[src/rtl/mc_defs.sv]
// Shared definitions for the multicycle control unit and the datapath mux library:
// opcode constants, state encodings, mux-select encodings and the control word.
package mc_defs;

  localparam int OPW = 6;  // opcode width
  localparam int STW = 4;  // state register width

  // Supported instr[31:26] values
  localparam logic [OPW-1:0] OP_RTYPE = 6'b000000;
  localparam logic [OPW-1:0] OP_LW    = 6'b100011;
  localparam logic [OPW-1:0] OP_SW    = 6'b101011;
  localparam logic [OPW-1:0] OP_BEQ   = 6'b000100;
  localparam logic [OPW-1:0] OP_ADDI  = 6'b001000;
  localparam logic [OPW-1:0] OP_J     = 6'b000010;

  // Encodings 14 and 15 are unused and recover to S_IDLE
  typedef enum logic [STW-1:0] {
    S_IDLE    = 4'd0,
    S_FETCH   = 4'd1,
    S_DECODE  = 4'd2,
    S_EXEC    = 4'd3,
    S_ALUWB   = 4'd4,
    S_MEMADR  = 4'd5,
    S_MEMRD   = 4'd6,
    S_MEMWB   = 4'd7,
    S_MEMWR   = 4'd8,
    S_BRANCH  = 4'd9,
    S_ADDIEX  = 4'd10,
    S_ADDIWB  = 4'd11,
    S_JUMP    = 4'd12,
    S_ILLEGAL = 4'd13
  } state_e;

  // 4:1 ALU B-operand select
  typedef enum logic [1:0] {
    SRCB_REG     = 2'b00,
    SRCB_FOUR    = 2'b01,
    SRCB_IMM     = 2'b10,
    SRCB_IMM_SH2 = 2'b11
  } alu_src_b_e;

  // 3:1 PC source select; 2'b11 is never driven
  typedef enum logic [1:0] {
    PCSRC_ALU    = 2'b00,
    PCSRC_ALUOUT = 2'b01,
    PCSRC_JUMP   = 2'b10
  } pc_src_e;

  // ALU operation class; 2'b11 is never driven
  typedef enum logic [1:0] {
    ALUOP_ADD   = 2'b00,
    ALUOP_SUB   = 2'b01,
    ALUOP_FUNCT = 2'b10
  } alu_op_e;

  // Raw per-state control word, before mem_ready / zero gating
  typedef struct packed {
    logic       pc_write;
    logic       pc_write_cond;
    logic       iord;
    logic       mem_read;
    logic       mem_write;
    logic       ir_write;
    logic       reg_dst;
    logic       mem_to_reg;
    logic       reg_write;
    logic       alu_src_a;
    alu_src_b_e alu_src_b;
    pc_src_e    pc_src;
    alu_op_e    alu_op;
    logic       illegal;
  } ctrl_word_t;

  // First execute-phase state for an opcode seen in DECODE
  function automatic state_e dispatch_state(input logic [OPW-1:0] op);
    state_e st;
    st = S_ILLEGAL;
    case (op)
      OP_RTYPE:     st = S_EXEC;
      OP_LW, OP_SW: st = S_MEMADR;
      OP_BEQ:       st = S_BRANCH;
      OP_ADDI:      st = S_ADDIEX;
      OP_J:         st = S_JUMP;
      default:      st = S_ILLEGAL;
    endcase
    return st;
  endfunction

endpackage

[src/rtl/mc_ctrl_fsm_if.sv]
// Control-unit <-> datapath bus: status inputs to the FSM and every mux select / enable.
interface mc_ctrl_fsm_if #(
  parameter int OPW = mc_defs::OPW
);

  logic [OPW-1:0] opcode;
  logic           zero;
  logic           mem_ready;

  logic           pc_en;
  logic           iord;
  logic           mem_read;
  logic           mem_write;
  logic           ir_write;
  logic           reg_dst;
  logic           mem_to_reg;
  logic           reg_write;
  logic           alu_src_a;
  logic [1:0]     alu_src_b;
  logic [1:0]     pc_src;
  logic [1:0]     alu_op;
  logic           illegal;

  // Control unit side
  modport master (
    input  opcode, zero, mem_ready,
    output pc_en, iord, mem_read, mem_write, ir_write, reg_dst, mem_to_reg,
           reg_write, alu_src_a, alu_src_b, pc_src, alu_op, illegal
  );

  // Datapath side
  modport slave (
    output opcode, zero, mem_ready,
    input  pc_en, iord, mem_read, mem_write, ir_write, reg_dst, mem_to_reg,
           reg_write, alu_src_a, alu_src_b, pc_src, alu_op, illegal
  );

endinterface

[src/rtl/mc_ctrl_decode.sv]
// Combinational state -> control-word table (Moore part of the control unit).
module mc_ctrl_decode
  import mc_defs::*;
(
  input  state_e     i_state,
  output ctrl_word_t o_cw
);

  // Per-state control word; anything not listed for a state stays 0
  always_comb begin
    // NOTE: the all-zero default comes first so every state, including unused
    // encodings, assigns every field and no latch is inferred.
    o_cw = '0;
    case (i_state)
      S_FETCH: begin
        o_cw.mem_read  = 1'b1;
        o_cw.ir_write  = 1'b1;
        o_cw.pc_write  = 1'b1;
        o_cw.alu_src_a = 1'b0;
        o_cw.alu_src_b = SRCB_FOUR;
        o_cw.alu_op    = ALUOP_ADD;
        o_cw.pc_src    = PCSRC_ALU;
      end
      S_DECODE: begin
        o_cw.alu_src_a = 1'b0;
        o_cw.alu_src_b = SRCB_IMM_SH2;
        o_cw.alu_op    = ALUOP_ADD;
      end
      S_EXEC: begin
        o_cw.alu_src_a = 1'b1;
        o_cw.alu_src_b = SRCB_REG;
        o_cw.alu_op    = ALUOP_FUNCT;
      end
      S_ALUWB: begin
        o_cw.reg_dst    = 1'b1;
        o_cw.mem_to_reg = 1'b0;
        o_cw.reg_write  = 1'b1;
      end
      S_MEMADR: begin
        o_cw.alu_src_a = 1'b1;
        o_cw.alu_src_b = SRCB_IMM;
        o_cw.alu_op    = ALUOP_ADD;
      end
      S_MEMRD: begin
        o_cw.iord     = 1'b1;
        o_cw.mem_read = 1'b1;
      end
      S_MEMWB: begin
        o_cw.reg_dst    = 1'b0;
        o_cw.mem_to_reg = 1'b1;
        o_cw.reg_write  = 1'b1;
      end
      S_MEMWR: begin
        o_cw.iord      = 1'b1;
        o_cw.mem_write = 1'b1;
      end
      S_BRANCH: begin
        o_cw.alu_src_a     = 1'b1;
        o_cw.alu_src_b     = SRCB_REG;
        o_cw.alu_op        = ALUOP_SUB;
        o_cw.pc_src        = PCSRC_ALUOUT;
        o_cw.pc_write_cond = 1'b1;
      end
      S_ADDIEX: begin
        o_cw.alu_src_a = 1'b1;
        o_cw.alu_src_b = SRCB_IMM;
        o_cw.alu_op    = ALUOP_ADD;
      end
      S_ADDIWB: begin
        o_cw.reg_dst    = 1'b0;
        o_cw.mem_to_reg = 1'b0;
        o_cw.reg_write  = 1'b1;
      end
      S_JUMP: begin
        o_cw.pc_src   = PCSRC_JUMP;
        o_cw.pc_write = 1'b1;
      end
      S_ILLEGAL: begin
        o_cw.illegal = 1'b1;
      end
      default: o_cw = '0;
    endcase
  end

endmodule

[src/rtl/mc_ctrl_fsm.sv]
// Multicycle MIPS-subset control unit: state register, next-state logic,
// memory-ready stall gating and the pc_en branch gate.
module mc_ctrl_fsm
  import mc_defs::*;
(
  input  logic            clk,
  input  logic            reset_n,
  mc_ctrl_fsm_if.master   bus
);

  state_e     r_state;
  state_e     w_next_state;
  logic       r_is_store;    // LW/SW choice remembered from DECODE
  ctrl_word_t w_cw;
  logic       w_fetch_stall;
  logic       w_pc_write;

  mc_ctrl_decode u_decode (
    .i_state (r_state),
    .o_cw    (w_cw)
  );

  // State register with synchronous active-low reset
  always_ff @(posedge clk) begin
    // NOTE: non-blocking so every flop in the design samples pre-edge values.
    if (!reset_n) r_state <= S_IDLE;
    else          r_state <= w_next_state;
  end

  // Opcode is only valid in DECODE, so the load/store choice is latched there for MEMADR
  always_ff @(posedge clk) begin
    if (!reset_n)                 r_is_store <= 1'b0;
    else if (r_state == S_DECODE) r_is_store <= (bus.opcode == OP_SW);
  end

  // Next-state: memory states hold until mem_ready, DECODE dispatches on opcode
  always_comb begin
    w_next_state = S_IDLE;
    case (r_state)
      S_IDLE:    w_next_state = S_FETCH;
      S_FETCH:   w_next_state = bus.mem_ready ? S_DECODE : S_FETCH;
      S_DECODE:  w_next_state = dispatch_state(bus.opcode);
      S_EXEC:    w_next_state = S_ALUWB;
      S_ALUWB:   w_next_state = S_FETCH;
      S_MEMADR:  w_next_state = r_is_store ? S_MEMWR : S_MEMRD;
      S_MEMRD:   w_next_state = bus.mem_ready ? S_MEMWB : S_MEMRD;
      S_MEMWB:   w_next_state = S_FETCH;
      S_MEMWR:   w_next_state = bus.mem_ready ? S_FETCH : S_MEMWR;
      S_BRANCH:  w_next_state = S_FETCH;
      S_ADDIEX:  w_next_state = S_ADDIWB;
      S_ADDIWB:  w_next_state = S_FETCH;
      S_JUMP:    w_next_state = S_FETCH;
      S_ILLEGAL: w_next_state = S_FETCH;
      default:   w_next_state = S_IDLE;
    endcase
  end

  // IR load and PC+4 update must not fire while the fetch is still outstanding
  assign w_fetch_stall = (r_state == S_FETCH) && !bus.mem_ready;
  assign w_pc_write    = w_cw.pc_write && !w_fetch_stall;

  assign bus.pc_en      = w_pc_write | (w_cw.pc_write_cond & bus.zero);
  assign bus.ir_write   = w_cw.ir_write && !w_fetch_stall;
  assign bus.iord       = w_cw.iord;
  assign bus.mem_read   = w_cw.mem_read;
  assign bus.mem_write  = w_cw.mem_write;
  assign bus.reg_dst    = w_cw.reg_dst;
  assign bus.mem_to_reg = w_cw.mem_to_reg;
  assign bus.reg_write  = w_cw.reg_write;
  assign bus.alu_src_a  = w_cw.alu_src_a;
  assign bus.alu_src_b  = w_cw.alu_src_b;
  assign bus.pc_src     = w_cw.pc_src;
  assign bus.alu_op     = w_cw.alu_op;
  assign bus.illegal    = w_cw.illegal;

endmodule

[src/flat_wrapper.sv]
// flat-port wrapper written by rule: the top's interface ports become plain ports
module mc_ctrl_fsm_flat import mc_defs::*;
  (clk, reset_n, bus_opcode, bus_zero, bus_mem_ready, bus_pc_en, bus_iord, bus_mem_read, bus_mem_write, bus_ir_write, bus_reg_dst, bus_mem_to_reg, bus_reg_write, bus_alu_src_a, bus_alu_src_b, bus_pc_src, bus_alu_op, bus_illegal);
  mc_ctrl_fsm_if bus_i ();
  input  logic clk;
  input  logic reset_n;
  input wire logic [$bits(bus_i.opcode)-1:0] bus_opcode;
  input wire logic [$bits(bus_i.zero)-1:0] bus_zero;
  input wire logic [$bits(bus_i.mem_ready)-1:0] bus_mem_ready;
  output wire logic [$bits(bus_i.pc_en)-1:0] bus_pc_en;
  output wire logic [$bits(bus_i.iord)-1:0] bus_iord;
  output wire logic [$bits(bus_i.mem_read)-1:0] bus_mem_read;
  output wire logic [$bits(bus_i.mem_write)-1:0] bus_mem_write;
  output wire logic [$bits(bus_i.ir_write)-1:0] bus_ir_write;
  output wire logic [$bits(bus_i.reg_dst)-1:0] bus_reg_dst;
  output wire logic [$bits(bus_i.mem_to_reg)-1:0] bus_mem_to_reg;
  output wire logic [$bits(bus_i.reg_write)-1:0] bus_reg_write;
  output wire logic [$bits(bus_i.alu_src_a)-1:0] bus_alu_src_a;
  output wire logic [$bits(bus_i.alu_src_b)-1:0] bus_alu_src_b;
  output wire logic [$bits(bus_i.pc_src)-1:0] bus_pc_src;
  output wire logic [$bits(bus_i.alu_op)-1:0] bus_alu_op;
  output wire logic [$bits(bus_i.illegal)-1:0] bus_illegal;
  assign bus_i.opcode = bus_opcode;
  assign bus_i.zero = bus_zero;
  assign bus_i.mem_ready = bus_mem_ready;
  assign bus_pc_en = bus_i.pc_en;
  assign bus_iord = bus_i.iord;
  assign bus_mem_read = bus_i.mem_read;
  assign bus_mem_write = bus_i.mem_write;
  assign bus_ir_write = bus_i.ir_write;
  assign bus_reg_dst = bus_i.reg_dst;
  assign bus_mem_to_reg = bus_i.mem_to_reg;
  assign bus_reg_write = bus_i.reg_write;
  assign bus_alu_src_a = bus_i.alu_src_a;
  assign bus_alu_src_b = bus_i.alu_src_b;
  assign bus_pc_src = bus_i.pc_src;
  assign bus_alu_op = bus_i.alu_op;
  assign bus_illegal = bus_i.illegal;
  mc_ctrl_fsm u_core (.clk(clk), .reset_n(reset_n), .bus(bus_i));
endmodule
[config.mk]
export PLATFORM = sky130hd
export DESIGN_NAME = mc_ctrl_fsm_flat
export DESIGN_NICKNAME = d
export VERILOG_FILES = /design/src/rtl/mc_defs.sv /design/src/rtl/mc_ctrl_fsm_if.sv /design/src/rtl/mc_ctrl_decode.sv /design/src/rtl/mc_ctrl_fsm.sv /design/src/flat_wrapper.sv
export SDC_FILE = /design/constraint.sdc
export NUM_CORES = 1
export LEC_CHECK = 0
export BUFFER_PORTS_ARGS = -buffer_cell sky130_fd_sc_hd__buf_2
export CAP_MARGIN = 5
export CORE_MARGIN = 8
export CORE_UTILIZATION = 45
export CTS_CLUSTER_DIAMETER = 100
export DETAILED_ROUTE_END_ITERATION = 16
export PLACE_DENSITY = 0.77
export SYNTH_ARGS = -nofsm -noshare
export SYNTH_HDL_FRONTEND = slang
export SYNTH_SLANG_ARGS = --single-unit
[constraint.sdc]
create_clock -name clk -period 1.6 [get_ports clk]
set_input_delay 0.32 -clock clk [delete_from_list [all_inputs] [get_ports clk]]
set_output_delay 0.32 -clock clk [all_outputs]
set_load 0.03 [all_outputs]
# Word level (Yosys, flattened, before mapping)

Index checks and enable logic that the tools add are counted.

Flip-flop bits (word level): 5
Output and inout bits: 16

Equal/unequal tests: 18
Mux-type cells: 17
Bitwise gates (word level): 2
Reductions and logical operators: 14

Operators with widths:

| cell                                                 | number |
|---|---|
| one-hot mux 4 bit (8 select lines)                   | 1 |
| equality test 4 bit (second input constant)          | 6 |
| one-hot mux 4 bit (5 select lines)                   | 1 |
| equality test 4 x 3 -> 1 bit (second input constant) | 4 |
| equality test 6 bit (second input constant)          | 2 |
| one-hot mux 3 bit (4 select lines)                   | 1 |
| OR reduction 2 bit                                   | 6 |
| one-hot mux 3 bit (3 select lines)                   | 1 |
| equality test 4 x 2 -> 1 bit (second input constant) | 2 |
| 2-to-1 mux 1 bit                                     | 8 |
| 2-to-1 mux 4 bit                                     | 2 |
| one-hot mux 2 bit (2 select lines)                   | 2 |
| OR reduction 7 bit                                   | 1 |
| equality test 6 x 2 -> 1 bit (second input constant) | 1 |
| equality test 6 x 3 -> 1 bit (second input constant) | 1 |
| equality test 6 x 4 -> 1 bit (second input constant) | 1 |
| zero test 6 bit                                      | 1 |
| equality test 4 x 1 -> 1 bit (second input constant) | 1 |
| zero test 4 bit                                      | 1 |
| logical AND 1 bit                                    | 3 |
| zero test 1 bit                                      | 2 |
| 2-to-1 mux 2 bit                                     | 1 |
| AND 1 bit                                            | 1 |
| bitwise OR 1 bit                                     | 1 |

# Logic depth before layout (Yosys ltp)

Gate-level depths: netlist of run 1.

Depth after elaboration: 5
Depth in mapped cells: 6

# Modules after synthesis

From an unflattened synthesis of run 1, not the netlist that was laid out.

Cells, all modules: 91
Area total of the unflattened synthesis: 659.4 um2

Modules (own cells, without submodules):

| module         | times used | cells each | area an instance (um2) | seq. area each (um2) |
|---|---|---|---|---|
| mc_ctrl_fsm    | 1          | 54         | 420.4                  | 100.1 |
| mc_ctrl_decode | 1          | 37         | 239.0                  | 0.0 |

# Least setup slack after synthesis of run 1

Ideal clock, no wire load.

Path type: register -> output
Start: reg u_core.r_state[0]
End: out bus_reg_write
Data arrival time: 1.692 ns
Required time: 1.280 ns
Slack: -0.412 ns
Cell stages (with the launch flop): 5
Buffers on the path: 2
Cell sequence: dfxtp_1 buf_6 clkbuf_1 nor3_1 or2_2

Cells in the longest elaborated chain, start to end: 2
Elaborated cells on any way between the ends: 4

Ends and longest elaborated chain:

| element                                                                    | RTL line             | RTL |
|---|---|---|
| start: declaration                                                         | mc_ctrl_fsm.sv:11    | `state_e r_state;` |
| start signal: assignment                                                   | mc_ctrl_fsm.sv:27    | `else r_state <= w_next_state;` |
| equality test 4 bit / equality test 4 x 3 -> 1 bit (equally long branches) | mc_ctrl_decode.sv:14 | `case (i_state)` |
| one-hot mux 3 bit (3 select lines) (*)                                     | mc_ctrl_decode.sv:14 |  |
| end: declaration                                                           | flat_wrapper.sv:17   | `output wire logic [$bits(bus_i.reg_write)-1:0] bus_reg_write;` |

Every way passes the cells marked *; elsewhere a longest branch is shown, timed or not.

# Worst setup path after layout of run 1

Start: reg u_core.r_state[3]
End: out bus_alu_src_a

Cells in the longest elaborated chain, start to end: 3
Elaborated cells on any way between the ends: 9

Ends and longest elaborated chain:

| element                                                    | RTL line             | RTL |
|---|---|---|
| equality test 4 x 3 -> 1 bit, or another cell as far along | mc_ctrl_decode.sv:14 |  |
| OR reduction 2 bit (no source line)                        | -                    |  |
| one-hot mux 3 bit (4 select lines) (*)                     | mc_ctrl_decode.sv:14 |  |
| end: declaration                                           | flat_wrapper.sv:18   | `output wire logic [$bits(bus_i.alu_src_a)-1:0] bus_alu_src_a;` |

Marked as above.

==> metrics.txt, run 1 <==
Area Overhead vs Synth 73.3%; CTS tree done; Synth cell types 33; IO Pins 26; Area after DPL 821 um^2; final setup TNS -119 ps; drt wl/cell 15.2 um; Remaining DRCs 0; Worst EP arrival 1350 ps; DR vias 812; final slew viol count 0; Antenna Nets Post-Route 0; Layout Nets 140; vias per std cell 5.64; antenna violations before repair 0; fmax 599 MHz; synth warn 0; Final period util 104%; Tmin final 1670 ps; Fill cells 86; leading cell type in the layout, fill and taps excluded buf_2; clk sink count 5; final setup violation count 3; failing checks negative setup slack; Remaining Overflow, GRT 0; status finished, violations left; Critical Path Start Type flop; fin util 81.2%; Total Routing Usage GR 12.9%; first-pass GRT wire length 2840 um; post-route setup slack -69.2 ps; Die W 52.3 um; leakage power 0.482 nW; Yosys top cell by area dfxtp_1; PwrDens 673 nW/um^2; # H-tree levels 1; Rel. slew slack 78.5%; area of the multi-input gates 532 um^2; Initial Util 46.8%; Worst setup endpoint bus_alu_src_a; post-synthesis sequential area ratio 16.8%; crit path kind flop to output pin; initial DRC count 11; CTS max path bufs 2; Yosys top cell area share 16.8%; Root Driver clkbuf_4; die area 2740 um^2; Final Cell Area 1030 um^2; RSZ-0062 raised after global routing yes; Max VDD drop 0.589 mV; post-synthesis register bit count 5; die height 52.3 um; final wirelength 2200 um; RD Place Congestion 0.857; worst reg2reg setup slack 140 ps; Top FF cell, synth dfxtp_1; reg2reg start u_core.r_state[3]$_SDFF_PN0_; Hold Crit Class input pin to flop; most frequent cells in the layout 17 x buf_2, 14 x buf_4, 11 x nor2_1; drt first pass iters 4; Num CTS Buffers 3; clk_lat worst skew 240 ps; clk slew on worst S/H paths 40 ps; Post-Syn Instances 93; vias in the first global route 685; post-synthesis instance area 594 um^2; core area 1270 um^2; crit path capture type output pin; number of I/O port buffers 25; Post-synth EDFFs 0; depth of the most critical reg-to-reg path 4; final hold vios 0; number of diodes 0; largest net degree at the start of global routing 12; dominant cells by area after synthesis dfxtp_1 17%, nor2_1 9.5%, a21oi_1 9.3%; Reg area 113 um^2; Worst Path Required 1280 ps; Post-DP HPWL 1370 um; crit path max fanout 8; Clock Skew 5.04 ps; Tightest Pin Transition 320 ps; syn_area_per_cell 6.39 um^2; Syn Nets 103; ys async rst share 0%; Crit. Startpoint u_core.r_state[3]$_SDFF_PN0_; FF-to-FF End u_core.r_is_store$_SDFFE_PN0P_; Max Cap Viol 0; Rows 13; layout cells sized above 1 56.6%
## layout make-up
type / count / area share (%)
Multi-Input combinational cell: 77 / 51.6
Timing Repair Buffer: 41 / 32.3
Inverter: 2 / 0.729
Clock buffer: 4 / 2.55
Tap cell: 15 / 1.82
Sequential cell: 5 / 10.9
## Yosys cell counts, drive strengths merged (2+ instances only)
| cell type | n |
|---|---|
| a21oi | 11 |
| buf | 8 |
| dfxtp | 5 |
| inv | 2 |
| nand2 | 10 |
| nand2b | 4 |
| nand3 | 2 |
| nor2 | 15 |
| nor2b | 4 |
| nor3 | 7 |
| o21ai | 4 |
| or2 | 2 |
| or3 | 2 |
| xor2 | 3 |
## timing repair
action                                  CTS  global route
pin swaps                                 1             2
hold buffers                              0             0
endpoints found under the setup margin   14             9
gates cloned                              1             0
gates resized for setup                  25            13
buffers inserted                          1             3
## worst max-delay path, cell delays in order, from the launching register on
cell,delay [ps]
dfxtp_4,410
buf_6,130
xor2_1,170
a21oi_1,110
o21ai_2,140
buf_6,150
## per-stage QoR
stage	hold slack [ps]	worst slack, ps	instances	power, mW
floorplan	444	-137	93	0.354
global placement	473	103	135	0.437
detailed placement	480	91.2	135	0.442
CTS	335	-0.360	141	0.647
global route	332	-110	144	0.729
finish	338	-69.2	144	0.693
## logic make-up after synthesis
| group | share of synthesized area [%] |
|---|---|
| AND/OR/NAND/NOR | 43.2 |
| AO/OA/AOI/OAI | 24.4 |
| buffers and inverters | 9.47 |
| flip-flops | 16.8 |
| XOR/XNOR | 4.42 |
| multiplexers | 1.68 |
## state kept, by name, indices dropped and copies added (netlist names)
register           count
u_core.r_is_store      1
u_core.r_state         4
## where the power goes
group,internal [mW],leakage [nW],switching [mW]
logic,0.191,0.423,0.205
clock network,0.0941,0.0150,0.0486
registers,0.135,0.0433,0.0197
## per-layer routing
metal  part of all wire (%)  GRT usage (%)
met1                     41           13.7
met4                    1.3           3.02
met2                     50           24.7
met5                      0              0
met3                    7.7           2.84
## how the worst min path moves through the flow
stage,startpoint,cells after the start,slack (ps),to
final,reset_n,2,340,u_core.r_is_store$_SDFFE_PN0P_
after global routing,reset_n,2,330,u_core.r_is_store$_SDFFE_PN0P_
after CTS,reset_n,2,340,u_core.r_is_store$_SDFFE_PN0P_
after detailed placement,u_core.r_is_store$_SDFFE_PN0P_,2,480,u_core.r_is_store$_SDFFE_PN0P_
after global placement,u_core.r_is_store$_SDFFE_PN0P_,2,470,u_core.r_is_store$_SDFFE_PN0P_
after floorplan,u_core.r_is_store$_SDFFE_PN0P_,2,440,u_core.r_is_store$_SDFFE_PN0P_
No activity file was read; power rests on OpenSTA's default activity.
==> inputs of run 2 (changes only) <==
--- a/config.mk
+++ b/config.mk
@@ -7,10 +7,11 @@
 export LEC_CHECK = 0
 export BUFFER_PORTS_ARGS = -buffer_cell sky130_fd_sc_hd__buf_2
 export CAP_MARGIN = 5
-export CORE_MARGIN = 8
+export CORE_MARGIN = 1
 export CORE_UTILIZATION = 45
 export CTS_CLUSTER_DIAMETER = 100
 export DETAILED_ROUTE_END_ITERATION = 16
+export GPL_TIMING_DRIVEN = 0
 export PLACE_DENSITY = 0.77
 export SYNTH_ARGS = -nofsm -noshare
 export SYNTH_HDL_FRONTEND = slang
==> metrics.txt, run 2 <==
status did not finish; failing step 5_1_grt; error msg [ERROR DPL-0033] detailed placement checks failed during check placement.; Die W 38.3 um (-27%); Top FF cell, synth dfxtp_1; Syn Nets 103 (unchanged); antenna violations before repair 0; RD Place Congestion 0.928 (+8.3%); Num CTS Buffers 3 (unchanged); clk sink count 5 (unchanged); number of I/O port buffers 25 (unchanged); CTS max path bufs 2 (unchanged); syn_area_per_cell 6.39 um^2 (unchanged); Synth top cells by count 15 x nor2_1, 11 x a21oi_1, 10 x nand2_1; Rows 12 (-1); post-synthesis sequential area ratio 16.8% (unchanged); DP Worst Slack -222 ps (-313 ps); Yosys top cell by area dfxtp_1; Root Driver clkbuf_4; Synth cell types 33 (unchanged); Hold Buf Count CTS 0 (unchanged); die height 38.3 um (-27%); # H-tree levels 1 (unchanged); post-synthesis register bit count 5 (unchanged); Yosys top cell area share 16.8% (unchanged); Post-Syn Instances 93 (unchanged); post-synthesis instance area 594 um^2 (unchanged); Post-DP HPWL 1220 um (-11%); ys async rst share 0% (unchanged); worst_ep grt bus_pc_en; Post-synth EDFFs 0 (unchanged); most frequent cell after synthesis nor2_1; Initial Util 50.7% (+3.9 points); WEP type top-level output; largest net degree at the start of global routing 11; synth warn 0 (unchanged); IO Pins 26 (unchanged); dominant cells by area after synthesis dfxtp_1 17%, nor2_1 9.5%, a21oi_1 9.3%
[run 2: cell counts after synthesis]
No cell type changed its count.
[run 2: cell families after synthesis]
| group | after synthesis | share of synthesized area [%] |
|---|---|---|
| muxes | 1 | 1.68 |
| xor gates and xnor gates | 3 | 4.42 |
| and+or+nand+nor | 50 | 43.2 |
| DFF | 5 | 16.8 |
| buffers and inverters | 11 | 9.47 |
| AOI/OAI and AO/OA | 23 | 24.4 |
[run 2: stage by stage]
step	setup TNS (ps)	cells	hold slack, ps	utilization (%)	cell area [um^2]
4_1_cts	-233	147	328	89.2	1040
3_3_place_gp	-430	132	470	66.3	777
2_1_floorplan	-226	93	444	-	634
3_5_place_dp	-507	132	476	66.3	777
[run 2: timing repair]
| item | CTS |
|---|---|
| pin swaps | 3 |
| gates resized for setup | 45 |
| setup buffers | 11 |
| endpoints found under the setup margin | 16 |
==> inputs of run 3 (changes only) <==
--- a/config.mk
+++ b/config.mk
@@ -7,12 +7,11 @@
 export LEC_CHECK = 0
 export BUFFER_PORTS_ARGS = -buffer_cell sky130_fd_sc_hd__buf_2
 export CAP_MARGIN = 5
-export CORE_MARGIN = 1
-export CORE_UTILIZATION = 45
-export CTS_CLUSTER_DIAMETER = 100
+export CORE_AREA = 2 2 63 65
 export DETAILED_ROUTE_END_ITERATION = 16
+export DIE_AREA = 0 0 65 67
 export GPL_TIMING_DRIVEN = 0
-export PLACE_DENSITY = 0.77
+export PLACE_DENSITY_LB_ADDON = 0.15
 export SYNTH_ARGS = -nofsm -noshare
 export SYNTH_HDL_FRONTEND = slang
 export SYNTH_SLANG_ARGS = --single-unit
==> metrics.txt, run 3 (synthesized netlist as in run 1, its figures left out) <==
status finished, violations left; failing checks negative setup slack; final setup violation count 2; Root Driver clkbuf_8; vias per std cell 4.31; drt first pass iters 4; crit path kind flop to output pin; Rows 22 (+10); Tightest Pin Transition 377 ps; DR vias 823; Final Cell Area 1260 um^2; Total Routing Usage GR 10.3%; clk sink count 5 (unchanged); final slew viol count 0; # H-tree levels 1 (unchanged); number of I/O port buffers 25 (unchanged); antenna violations before repair 0; overall power 836 uW; number of diodes 0; dpl cells 166 (+26%); Max VDD drop 0.257 mV; Fill cells 393; Final period util 103%; Num CTS Buffers 3 (unchanged); Worst EP arrival 1320 ps; Most flops, register u_core.r_state; layout cells sized above 1 65.0%; Rel. slew slack 74.6%; crit path max fanout 5; core area 3610 um^2; leading cell type in the layout, fill and taps excluded buf_4; final hold vios 0; Clock Skew 0.405 ps; max reg flops 4; Crit path top cell by count buf_6; IO Pins 26 (unchanged); crit path capture type output pin; Area after DPL 820 um^2 (+5.5%); most frequent cells in the layout 26 x buf_4, 14 x buf_2, 9 x buf_6, 9 x a21oi_1, 8 x nor2_1; RD Place Congestion 0.697 (-25%); Initial Util 16.5% (-34 points); slowest library cell on the worst path dfxtp_2; die height 67 um (+75%); first-pass GRT wire length 3450 um; DP Worst Slack -264 ps (-42.3 ps); CTS max path bufs 2 (unchanged); hold slack 359 ps; leakage power 0.555 nW; largest net degree at the start of global routing 11; Hold Crit Class input pin to flop; Remaining Overflow, GRT 0; PwrDens 665 nW/um^2; Layout Nets 154; die area 4360 um^2; Antenna Nets Post-Route 0; drt wl/cell 11.6 um; fmax 609 MHz; Worst Path Required 1280 ps; initial DRC count 22; final wirelength 2220 um; Tmin final 1640 ps; Post-DP HPWL 1470 um (+21%); fin util 34.8%; final setup TNS -44.2 ps; post-route setup slack -42.4 ps; clk_lat worst skew 220 ps; RSZ-0062 raised after global routing yes; vias in the first global route 759; Critical Path Start Type flop; crit-path cells buf_6 -> clkbuf_16 -> xor2_1 -> a21oi_1 -> o21ai_2 -> buf_6; CTS tree done; Top Registers u_core.r_state x4, u_core.r_is_store x1; clk slew on worst S/H paths 30 ps; Die W 65 um (+70%); Max Cap Viol 0; Remaining DRCs 0; CP max stage delay 310 ps; Area Overhead vs Synth 111%; Cell Count, Final, Fillers Out 191
-- run 3: where the power goes --
group	switching [mW]	internal (mW)	total [mW]
Combinational	0.230	0.234	0.464
Sequential	0.00904	0.135	0.144
Clock	0.0572	0.171	0.228
Total	0.296	0.539	0.836
-- run 3: worst paths after layout --
check,from,end,slack (ps),depth (start not counted)
max,u_core.r_state[0]$_SDFF_PN0_,bus_alu_src_a,-40,6
max reg2reg,u_core.r_state[2]$_SDFF_PN0_,u_core.r_state[0]$_SDFF_PN0_,120,6
min reg2reg,u_core.r_is_store$_SDFFE_PN0P_,u_core.r_is_store$_SDFFE_PN0P_,490,2
min,reset_n,u_core.r_is_store$_SDFFE_PN0P_,360,2
-- run 3: routing by layer --
| metal | share of wire, % | GRT usage [%] |
|---|---|---|
| met5 | 0 | 0 |
| met4 | 0.54 | 3.99 |
| met3 | 5.4 | 1.18 |
| met2 | 51 | 18.0 |
| met1 | 43 | 12.9 |
-- run 3: what timing repair did --
item / 4_1_cts / 5_1_grt
endpoints found under the setup margin: 16 / 11
pin swaps: 1 / 7
resized for setup: 48 / 23
gates cloned: 2 / 0
hold buffers: 0 / 0
setup buffers: 7 / 12
endpoints found under the hold margin: 0 / 0
-- run 3: final cells by class --
cell class | count | area (um^2) | share of cell area [%]
Multi-Input combinational cell | 77 | 568 | 45.2
Sequential cell | 5 | 110 | 8.77
Timing Repair Buffer | 46 | 339 | 27.0
Tap cell | 48 | 60.1 | 4.78
Buffer | 9 | 126 | 10.1
Inverter | 2 | 7.51 | 0.598
Clock buffer | 4 | 45.0 | 3.59
-- run 3: worst max-delay path, delay by kind of cell, from the launching register on --
| family | cells | cell delay, ps |
|---|---|---|
| compound gates | 2 | 230 |
| flops | 1 | 310 |
| xor+xnor | 1 | 140 |
| buf+inv | 3 | 430 |
